$ cat src/rtl/instr_fetch_unit_if.sv
// Fetch-unit bus bundle: controller commands, instruction-memory read port and
// the fetch results returned to the controller.
// master: the fetch unit itself. slave: controller plus instruction memory.
interface instr_fetch_unit_if #(
  parameter int unsigned ADDR_W = 8
);
  logic              PC_clr;
  logic              PC_up;
  logic              IR_ld;
  logic [15:0]       IM_data;
  logic              IM_ack;
  logic              IM_req;
  logic [ADDR_W-1:0] IM_addr;
  logic [15:0]       IR;
  logic [ADDR_W-1:0] PC;
  logic              Fetch_rdy;
  logic              Fetch_err;

  modport master (
    input  PC_clr, PC_up, IR_ld, IM_data, IM_ack,
    output IM_req, IM_addr, IR, PC, Fetch_rdy, Fetch_err
  );

  modport slave (
    output PC_clr, PC_up, IR_ld, IM_data, IM_ack,
    input  IM_req, IM_addr, IR, PC, Fetch_rdy, Fetch_err
  );
endinterface

$ cat src/rtl/instr_fetch_unit.sv
// Single-entry prefetching instruction fetch unit.
// States: StReq (request outstanding), StFull (buffer holds instruction at PC),
// StDrop (waiting out a request made stale by a PC change).
// Optional macro FETCH_BYPASS_EN: an IR_ld that coincides with the acknowledge of
// a still-valid request loads IM_data straight into IR instead of flagging an error.
module instr_fetch_unit #(
  parameter int unsigned          ADDR_W   = 8,
  parameter logic [ADDR_W-1:0]    RESET_PC = '0
) (
  input logic                 Clk,
  input logic                 Reset,
  instr_fetch_unit_if.master  bus
);

  typedef enum logic [1:0] {StReq, StFull, StDrop} state_e;

  state_e            state_q, state_d;
  logic [ADDR_W-1:0] pc_q, pc_d;
  logic [ADDR_W-1:0] addr_q, addr_d;
  logic [15:0]       ir_q, ir_d;
  logic [15:0]       buf_q, buf_d;
  logic              err_q, err_d;
  logic              started_q;
  logic              pc_chg;

  assign pc_chg = bus.PC_clr | bus.PC_up;

  // Next-state logic: PC update, fetch FSM, IR load and sticky error flag.
  always_comb begin
    state_d = state_q;
    pc_d    = pc_q;
    addr_d  = addr_q;
    ir_d    = ir_q;
    buf_d   = buf_q;
    err_d   = err_q;

    if (bus.PC_clr) begin
      pc_d = RESET_PC;
    end else if (bus.PC_up) begin
      pc_d = pc_q + ADDR_W'(1);
    end

    case (state_q)
      StReq: begin
        if (bus.IM_ack) begin
          if (pc_chg) begin
            // Request completes on the old address; reissue at the new PC directly.
            addr_d = pc_d;
          end else begin
            buf_d   = bus.IM_data;
            state_d = StFull;
          end
        end else if (pc_chg) begin
          state_d = StDrop;
        end
        if (bus.IR_ld) begin
`ifdef FETCH_BYPASS_EN
          if (bus.IM_ack && !pc_chg) begin
            ir_d = bus.IM_data;
          end else begin
            err_d = 1'b1;
          end
`else
          err_d = 1'b1;
`endif
        end
      end
      StDrop: begin
        if (bus.IM_ack) begin
          state_d = StReq;
          addr_d  = pc_d;
        end
        if (bus.IR_ld) begin
          err_d = 1'b1;
        end
      end
      StFull: begin
        // IR takes the buffer before any PC change invalidates it.
        if (bus.IR_ld) begin
          ir_d = buf_q;
        end
        if (pc_chg) begin
          state_d = StReq;
          addr_d  = pc_d;
        end
      end
      default: begin
        state_d = StReq;
        addr_d  = pc_d;
      end
    endcase

    if (bus.PC_clr) begin
      err_d = 1'b0;
    end
  end

  // State registers with asynchronous active-low reset.
  always_ff @(posedge Clk or negedge Reset) begin
    if (!Reset) begin
      state_q   <= StReq;
      pc_q      <= RESET_PC;
      addr_q    <= RESET_PC;
      ir_q      <= '0;
      buf_q     <= '0;
      err_q     <= 1'b0;
      started_q <= 1'b0;
    end else begin
      state_q   <= state_d;
      pc_q      <= pc_d;
      addr_q    <= addr_d;
      ir_q      <= ir_d;
      buf_q     <= buf_d;
      err_q     <= err_d;
      started_q <= 1'b1;
    end
  end

  // Outputs; the request is held off until the first edge after reset release.
  always_comb begin
    bus.IM_req    = started_q && (state_q != StFull);
    bus.IM_addr   = addr_q;
    bus.IR        = ir_q;
    bus.PC        = pc_q;
    bus.Fetch_rdy = (state_q == StFull);
    bus.Fetch_err = err_q;
  end

endmodule
$ cat src/flat_wrapper.sv
// flat-port wrapper written by rule: the top's interface ports become plain ports
module instr_fetch_unit_flat 
#(
  parameter int unsigned          ADDR_W   = 8,
  parameter logic [ADDR_W-1:0]    RESET_PC = '0
)
  (Clk, Reset, bus_PC_clr, bus_PC_up, bus_IR_ld, bus_IM_data, bus_IM_ack, bus_IM_req, bus_IM_addr, bus_IR, bus_PC, bus_Fetch_rdy, bus_Fetch_err);
  instr_fetch_unit_if #(.ADDR_W(ADDR_W)) bus_i ();
  input logic Clk;
  input logic Reset;
  input wire logic [$bits(bus_i.PC_clr)-1:0] bus_PC_clr;
  input wire logic [$bits(bus_i.PC_up)-1:0] bus_PC_up;
  input wire logic [$bits(bus_i.IR_ld)-1:0] bus_IR_ld;
  input wire logic [$bits(bus_i.IM_data)-1:0] bus_IM_data;
  input wire logic [$bits(bus_i.IM_ack)-1:0] bus_IM_ack;
  output wire logic [$bits(bus_i.IM_req)-1:0] bus_IM_req;
  output wire logic [$bits(bus_i.IM_addr)-1:0] bus_IM_addr;
  output wire logic [$bits(bus_i.IR)-1:0] bus_IR;
  output wire logic [$bits(bus_i.PC)-1:0] bus_PC;
  output wire logic [$bits(bus_i.Fetch_rdy)-1:0] bus_Fetch_rdy;
  output wire logic [$bits(bus_i.Fetch_err)-1:0] bus_Fetch_err;
  assign bus_i.PC_clr = bus_PC_clr;
  assign bus_i.PC_up = bus_PC_up;
  assign bus_i.IR_ld = bus_IR_ld;
  assign bus_i.IM_data = bus_IM_data;
  assign bus_i.IM_ack = bus_IM_ack;
  assign bus_IM_req = bus_i.IM_req;
  assign bus_IM_addr = bus_i.IM_addr;
  assign bus_IR = bus_i.IR;
  assign bus_PC = bus_i.PC;
  assign bus_Fetch_rdy = bus_i.Fetch_rdy;
  assign bus_Fetch_err = bus_i.Fetch_err;
  instr_fetch_unit #(.ADDR_W(ADDR_W), .RESET_PC(RESET_PC)) u_core (.Clk(Clk), .Reset(Reset), .bus(bus_i));
endmodule
$ cat config.mk
export PLATFORM = sky130hd
export DESIGN_NAME = instr_fetch_unit_flat
export DESIGN_NICKNAME = d
export VERILOG_FILES = /design/src/rtl/instr_fetch_unit_if.sv /design/src/rtl/instr_fetch_unit.sv /design/src/flat_wrapper.sv
export SDC_FILE = /design/constraint.sdc
export NUM_CORES = 1
export LEC_CHECK = 0
export CORE_ASPECT_RATIO = 1.4
export CORE_MARGIN = 10
export CORE_UTILIZATION = 51
export DETAILED_ROUTE_END_ITERATION = 12
export HOLD_SLACK_MARGIN = 0.1
export PLACE_DENSITY_LB_ADDON = 0.05
export SYNTH_ARGS = -nofsm -noshare
export SYNTH_HDL_FRONTEND = slang
export SYNTH_SLANG_ARGS = --single-unit
$ cat constraint.sdc
create_clock -name Clk -period 2.6 [get_ports Clk]
set_input_delay 0.52 -clock Clk [delete_from_list [all_inputs] [get_ports Clk]]
set_output_delay 0.52 -clock Clk [all_outputs]
set_load 0.005 [all_outputs]
Word level (Yosys, flattened, before mapping)
Index checks and enable logic that the tools add are counted.

storage, ports and cells
  flip-flop bits (word level) = 52
  input port bits = 22
  output and inout port bits = 35
  word-level logic and storage cells = 43

operators by class
  add/sub/neg operators = 1
  eq/ne operators = 8
  muxes and demuxes = 15
  bitwise gates (word level) = 2
  reductions and logical operators = 10

operator list
  kind                                                                     number
  8-bit two-way mux                                                        5
  8-bit one-hot mux with 3 select lines                                    1
  2-bit two-way mux                                                        5
  8-bit by 1-bit adder with 8-bit output, second input constant            1
  2-bit one-hot mux with 3 select lines                                    1
  2-bit AND reduction                                                      3
  2-bit by 1-bit inequality test with 1-bit output, second input constant  2
  2-bit inequality test, second input constant                             2
  4-bit AND reduction                                                      1
  2-bit nonzero test                                                       2
  1-bit two-way mux                                                        3
  3-bit by 2-bit inequality test with 1-bit output, second input constant  1
  3-bit inequality test, second input constant                             1
  3-bit AND reduction                                                      1
  2-bit by 1-bit == test with 1-bit output, second input constant          1
  2-bit == test, second input constant                                     1
  2-bit logical NOT                                                        1
  2-bit OR reduction                                                       1
  1-bit logical AND                                                        1
  1-bit inverter                                                           1
  1-bit bitwise OR                                                         1

Depth between registers and ports, before layout
Gate-level depths: netlist (run 1).

  depth after elaboration = 6
  mapped depth = 5
  gate-level depth less buffers = 5

Worst setup path after synthesis (run 1)
OpenSTA, ideal clock, no wires.

  path type = input to register
  start point = in bus_PC_up
  end point = reg u_core.addr_q[0] (netlist: u_core.bus.IM_addr[0])
  library setup time = 125 ps
  data arrival time = 1473 ps
  required time = 2475 ps
  setup slack = 1003 ps
  stages on the path = 4
  path through = buf_6 -> or3_4 -> o21ai_4 -> mux2_2

on the way
  longest elaborated chain between the ends = 5
  elaborated cells between the ends (all ways) = 7

ends and longest elaborated chain
  what                                       line                                            source
  start: declaration                         flat_wrapper.sv:12                              input wire logic [$bits(bus_i.PC_up)-1:0] bus_PC_up;
  8-bit two-way mux                          instr_fetch_unit.sv:39                          end else if (bus.PC_up) begin
  8-bit two-way mux                          instr_fetch_unit.sv:37                          if (bus.PC_clr) begin
  8-bit two-way mux                          instr_fetch_unit.sv:46, instr_fetch_unit.sv:82
  8-bit two-way mux                          instr_fetch_unit.sv:45                          if (bus.IM_ack) begin
  8-bit one-hot mux with 3 select lines (*)  instr_fetch_unit.sv:43                          case (state_q)
  end signal: assignment                     instr_fetch_unit.sv:111                         addr_q <= addr_d;
  end: declaration                           instr_fetch_unit.sv:19                          logic [ADDR_W-1:0] addr_q, addr_d;

Every way passes the cells marked *; elsewhere a longest branch is shown, timed or not. The select of a mux whose other input is x is not followed.
A chain may end at the register's enable or synchronous reset.

Worst setup path in the final report (run 1)
  start point = reg u_core.state_q[0]
  end point = out bus_IM_req

on the way
  longest elaborated chain between the ends = 2

ends and longest elaborated chain
  what                                              line                     source
  start: declaration                                instr_fetch_unit.sv:17   state_e state_q, state_d;
  start signal: assignment                          instr_fetch_unit.sv:101  state_q <= StReq;
  start signal: assignment                          instr_fetch_unit.sv:109  state_q <= state_d;
  2-bit by 1-bit inequality test with 1-bit output  instr_fetch_unit.sv:121  bus.IM_req = started_q && (state_q != StFull);
  1-bit logical AND                                 instr_fetch_unit.sv:121
  end: declaration                                  flat_wrapper.sv:16       output wire logic [$bits(bus_i.IM_req)-1:0] bus_IM_req;

Every way passes these cells.

==> results.toml, run 1 <==
[drt]
dr.pass1.iters = 7
routed_wl_um = 4360
postRouteAntennaNets = 0
wire_per_inst_um = 17.7
drc_errors = 0
drt_iter0_markers = 75
viasPerCell = 5.20
num_vias = 1279

[global_routing]
grt_overflow_total = 0
antenna_found_initial = 0
grt_pass1_vias = 1447
global_route.usage.total_pct = 13.0
grt_pass1_wl_um = 7170
grt_max_degree = 53

[sta]
setup-tns-final_ns = 0
period_share_pct = 81.2
setup_viol = 0
max_freq_mhz = 473
slew_viol_final = 0
finalWorstSetupSlack_ns = 0.488
rsz0062_at_grt = "false"
fin_crit_ns = 2.11
fin_skew_ns = 0.00624
hold_violations = 0

[job]
maxCapViolCount = 0

[pwr]
internal_power_w = 0.00154
p_clk_share_pct = 23.4
p_leak_nw = 1.26
ir_drop_uv = 542
comb_power_share_pct = 24.2
p_seq_share_pct = 52.3
p_sw_share_pct = 24.5
finalPower_w = 0.00204
powerDensity_nw_per_um2 = 726
p_sw_w = 0.000498

[worst_setup_path]
path_max_fanout = 4
reg2reg_depth = 3
worstPathArrival_ns = 1.59
path_class = "reg2out"
start_kind = "flop"
worst_ep_required_time_ns = 2.08
end_kind = "output port"
reg2reg_slack_ns = 1.15

[floorplan]
initial_utilization_pct = 53.3
rows = 27
die_height_um = 96.1
die-area_um2 = 7140
fp.coreArea_um2 = 3950
die_x_um = 74.3
io_pins = 57

[synthesis]
post-synth-top-area-cell = "dfrtp_1"
synth_warnings = 0
synth.cell_area_um2 = 2110
synthCells = 141
ys_seq_area_share_pct = 61.7
synth_nets = 164
synthDominantCellAreaShare_pct = 61.7
synth.avg_cell_area_um2 = 15.0
netlist-cell-type-count = 25
ys_ff_latch = 52
synth_area_leaders = "dfrtp_1 62%, mux2_2 14%, mux2_4 7.8%"

[clock_tree]
clock_latency_ns = 0.30
cts_max_path_buffers = 2
cts.clk_slew.worst_paths_ns = 0.10
cts_hold_buffers = 0
cts_tree = "built"
htree_levels = 2
cts_made_buffers = 5
cts-root-buf = "clkbuf_8"
postCtsSetupBuffers = 0
cts_resized = 0
cts.sinks = 52

[placed_design]
io_buffers = 56
dp_slack_ns = 0.340
dpl.hpwl_um = 3270
gp_congestion = 0.780
place_area_um2 = 2710

[layout]
antennaDiodeCount = 0
area_delta_synth_final_pct = 33.1
layout-drive-gt1-share_pct = 27.1
fin_util_pct = 71.0
nets = 225
final_area_um2 = 2810
fillCellCount = 301

[status]
status = "complete, no violations"

[worst_hold_path]
hold_class = "in2async"
## logic make-up after synthesis
kind of cell | synth area share [%]
adders and majority gates | 0.593
other | 0.178
AOI/OAI and AO/OA | 1.72
DFF | 61.7
and+or+nand+nor | 8.73
muxes | 22.2
buffers and inverters | 1.96
xor gates and xnor gates | 2.91
## synthesized netlist by cell type, drive strengths merged
cell	count
o21ai	4
a21oi	1
xor2	3
mux2i	1
nand2	8
nand4	3
clkbuf	1
nand3	1
conb	1
nor3	3
nor2	14
nor2b	1
or3	2
mux2	37
dfrtp	52
inv	1
ha	1
buf	3
xnor2	4
## metal layers
metal  part of all wire (%)  vias to the layer above  global-route usage (%)
li1                       -                      602                       -
met1                     36                      632                    13.9
met2                     54                       40                    22.5
met3                    8.7                        5                    5.15
met4                    1.4                        0                    4.43
met5                      0                        -                       0
## area by class of cell
| cell class | instances | area, um2 | area share [%] |
|---|---|---|---|
| clock buffer | 6 | 82.6 | 2.94 |
| clock inverter | 2 | 15.0 | 0.535 |
| inverter | 1 | 3.75 | 0.134 |
| multi-input combinational | 84 | 766 | 27.3 |
| sequential | 52 | 1300 | 46.4 |
| tap | 43 | 53.8 | 1.92 |
| timing repair buffer | 58 | 583 | 20.8 |
## worst max-delay path, cell delays in order (launching register included)
cell and delay (ns):
dfrtp_1 0.46, inv_2 0.14, nor2_4 0.06, nor2b_1 0.11, clkdlybuf4s50_1 0.53
## power by group through the flow
stage | Clock (W) | Combinational (W) | Sequential (W)
after global routing | 0.000518 | 0.000540 | 0.00109
after floorplan | 0 | 0.000200 | 0.00107
after detailed placement | 0 | 0.000505 | 0.00108
after CTS | 0.000494 | 0.000509 | 0.00107
final | 0.000477 | 0.000493 | 0.00107
after global placement | 0 | 0.000490 | 0.00107
## metrics by stage
step	cells	hold slack [ns]
after global placement	238	0.467
after CTS	246	0.198
after global routing	246	0.196
after floorplan	141	0.224
final	246	0.187
after detailed placement	238	0.474
## flip-flops by register name, indices dropped and copies added, names as in the netlist
signal and cells:
u_core.bus.Fetch_err 1, u_core.bus.IM_addr 8, u_core.bus.PC 8, u_core.bus.IR 16, u_core.state_q 2, u_core.buf_q 16
u_core.started_q 1
## placed cells by master (no fill, tap or decap), types with 2 or more instances in the layout
cell	Yosys	routed
clkdlybuf4s50_1	0	55
dfrtp_1	52	52
mux2_2	26	26
nor2_1	13	13
mux2_4	11	11
nand2_1	7	7
clkbuf_8	0	6
xnor2_1	4	4
xor2_1	3	3
nand4_1	3	3
o21ai_0	3	3
nor3_1	2	2
clkinvlp_4	0	2
## worst paths after layout
check | start | end
min reg2reg | u_core.bus.IM_addr[6]$_DFFE_PN0P_ | u_core.bus.IM_addr[6]$_DFFE_PN0P_
max in group asynchronous | Reset | u_core.bus.IR[14]$_DFFE_PN0P_
min | Reset | u_core.bus.IM_addr[6]$_DFFE_PN0P_
max | u_core.state_q[0]$_DFFE_PN0P_ | bus_IM_req
max reg2reg | u_core.state_q[1]$_DFFE_PN0P_ | u_core.bus.IM_addr[4]$_DFFE_PN0P_
min in group Clk | u_core.bus.IM_addr[6]$_DFFE_PN0P_ | u_core.bus.IM_addr[6]$_DFFE_PN0P_
No activity file was read; power rests on OpenSTA's default activity.
==> run 2, diff against run 1 <==
Settings changed: CORE_UTILIZATION 51 to 47.
Clock period 2.6 ns to 2 ns, I/O delays scaled along.
==> run 2 against run 1 <==
Compared with the run above:
- routed wire length fell by 2.7%
- die area rose by 6.4%
- combinational power rose by 31%
- first-iteration DRC count fell by 48%
- sequential cell count did not move
- sequential share of layout area fell by 1.2 points
- final cell count rose by 8.5%
- sequential power rose by 29%
- non-clock buffer count rose by 4
- count of clock-buffer cells in the layout did not move
- utilization fell by 3.5 points
==> results.toml, run 2 (synthesized netlist as in run 1, its figures left out) <==
[floorplan]
die_x_um = 76.6
io_pins = 57
fp.coreArea_um2 = 4270
die_height_um = 99.2
die-area_um2 = 7600
initial_utilization_pct = 49.3
rows = 28

[global_routing]
grt_overflow_total = 0
global_route.usage.total_pct = 11.4
grt_max_degree = 31
grt_pass1_wl_um = 7070
antenna_found_initial = 0
grt_pass1_vias = 1491

[worst_setup_path]
start_kind = "flop"
crit_start = "u_core.state_q[0]$_DFFE_PN0P_"
worstPathArrival_ns = 1.51
path_max_fanout = 3
worst_ep_required_time_ns = 1.60
end_kind = "output port"
path_class = "reg2out"
rr_startpoint = "u_core.state_q[1]$_DFFE_PN0P_"

[pwr]
powerDensity_nw_per_um2 = 959
p_leak_nw = 1.30
ir_drop_uv = 697

[worst_hold_path]
hold_class = "reg2reg"
holdCritStartpoint = "u_core.bus.IM_addr[6]$_DFFE_PN0P_"

[clock_tree]
cts.sinks = 52
cts_resized = 0
cts_tree = "built"
cts-root-buf = "clkbuf_8"
clock_latency_ns = 0.30
cts_made_buffers = 5
cts_max_path_buffers = 2
cts.clk_slew.worst_paths_ns = 0.09
htree_levels = 2

[layout]
layout-drive-gt1-share_pct = 28.0
final_cells = 267
final_cell_mix = "55 x clkdlybuf4s50_1, 52 x dfrtp_1, 26 x mux2_2"
antennaDiodeCount = 0
nets = 229
final_common_cell = "clkdlybuf4s50_1"
fin_util_pct = 67.4
area_delta_synth_final_pct = 36.7

[drt]
postRouteAntennaNets = 0
drt_iter0_markers = 39
drc_errors = 0
wire_per_inst_um = 15.9
highest_layer = "met4"
wl_met3_um = 359
viasPerCell = 4.87
routed_wl_um = 4240
met1Wirelength_um = 1610
dr_wl_met2_um = 2200
num_vias = 1300
dr.pass1.iters = 4

[status]
status = "complete, no violations"

[sta]
tightest_slew_ns = 0.533
finalHoldWorstSlack_ns = 0.489
fin_crit_ns = 1.91
slew_viol_final = 0
setup-tns-final_ns = 0
rsz0062_at_grt = "false"
hold_violations = 0
fin_skew_ns = 0.00777
relSlewSlack_pct = 64.4
finalWorstSetupSlack_ns = 0.0879
setup_viol = 0
period_share_pct = 95.6
max_freq_mhz = 523

[placed_design]
dpl.hpwl_um = 3310
dp_slack_ns = -0.0384
gp_congestion = 0.721
dpl.cell_count = 257
io_buffers = 56

[job]
maxCapViolCount = 0
-- run 2: cell count changes in the layout (fill, tap and decap cells not counted) --
cell and change:
bufinv_16 +1, clkinv_4 +1, clkinvlp_4 -2, dlygate4sd3_1 +1, buf_4 +3
-- run 2: critical path, cell delays in order (launching register included) --
cell and delay, ns:
dfrtp_1 0.40, inv_2 0.11, nor2_4 0.05, nor2b_1 0.12
clkdlybuf4s50_1 0.53
-- run 2: area by class of cell --
class                           count  area, um2
Fill cell                         360       1390
Timing Repair Buffer               62        616
Clock buffer                        6       82.6
Sequential cell                    52       1300
Multi-Input combinational cell     84        766
Tap cell                           60       75.1
Clock inverter                      2       38.8
Inverter                            1       3.75
-- run 2: power by group --
part / internal [W] / switching [W]
Combinational: 0.000457 / 0.000186
Clock: 0.000409 / 0.000327
Sequential: 0.00126 / 0.000121
Total: 0.00213 / 0.000634
-- run 2: path summary, 6_finish.rpt --
| check | slack, ns | to | cells past startpoint |
|---|---|---|---|
| min in group asynchronous | 0.60 | u_core.bus.IR[11]$_DFFE_PN0P_ | 2 |
| setup reg to reg | 0.54 | u_core.buf_q[3]$_DFFE_PN0P_ | 3 |
| hold reg to reg | 0.49 | u_core.bus.IM_addr[6]$_DFFE_PN0P_ | 2 |
| setup / recovery | 0.09 | bus_IM_req | 4 |
| hold / removal | 0.49 | u_core.bus.IM_addr[6]$_DFFE_PN0P_ | 2 |
| max in group asynchronous | 0.85 | u_core.bus.IR[15]$_DFFE_PN0P_ | 3 |
-- run 2: per-layer routing --
layer / up-vias / track usage (%)
met5: - / 0
met4: 0 / 4.73
met3: 6 / 5.41
met2: 40 / 19.7
met1: 646 / 11.7
li1: 608 / -
-- run 2: metrics by stage --
step / power (W) / cell area, um2
after detailed placement: 0.00207 / 2740
after global routing: 0.00292 / 2880
after global placement: 0.00203 / 2740
final: 0.00276 / 2880
after floorplan: 0.00165 / 2110
after CTS: 0.00281 / 2880
-- run 2: repair_timing --
action                                 in CTS  in global routing
setup buffers                               1                  0
setup endpoints to repair                   1                  0
hold buffers                                1                  0
endpoints found under the hold margin      22                  0
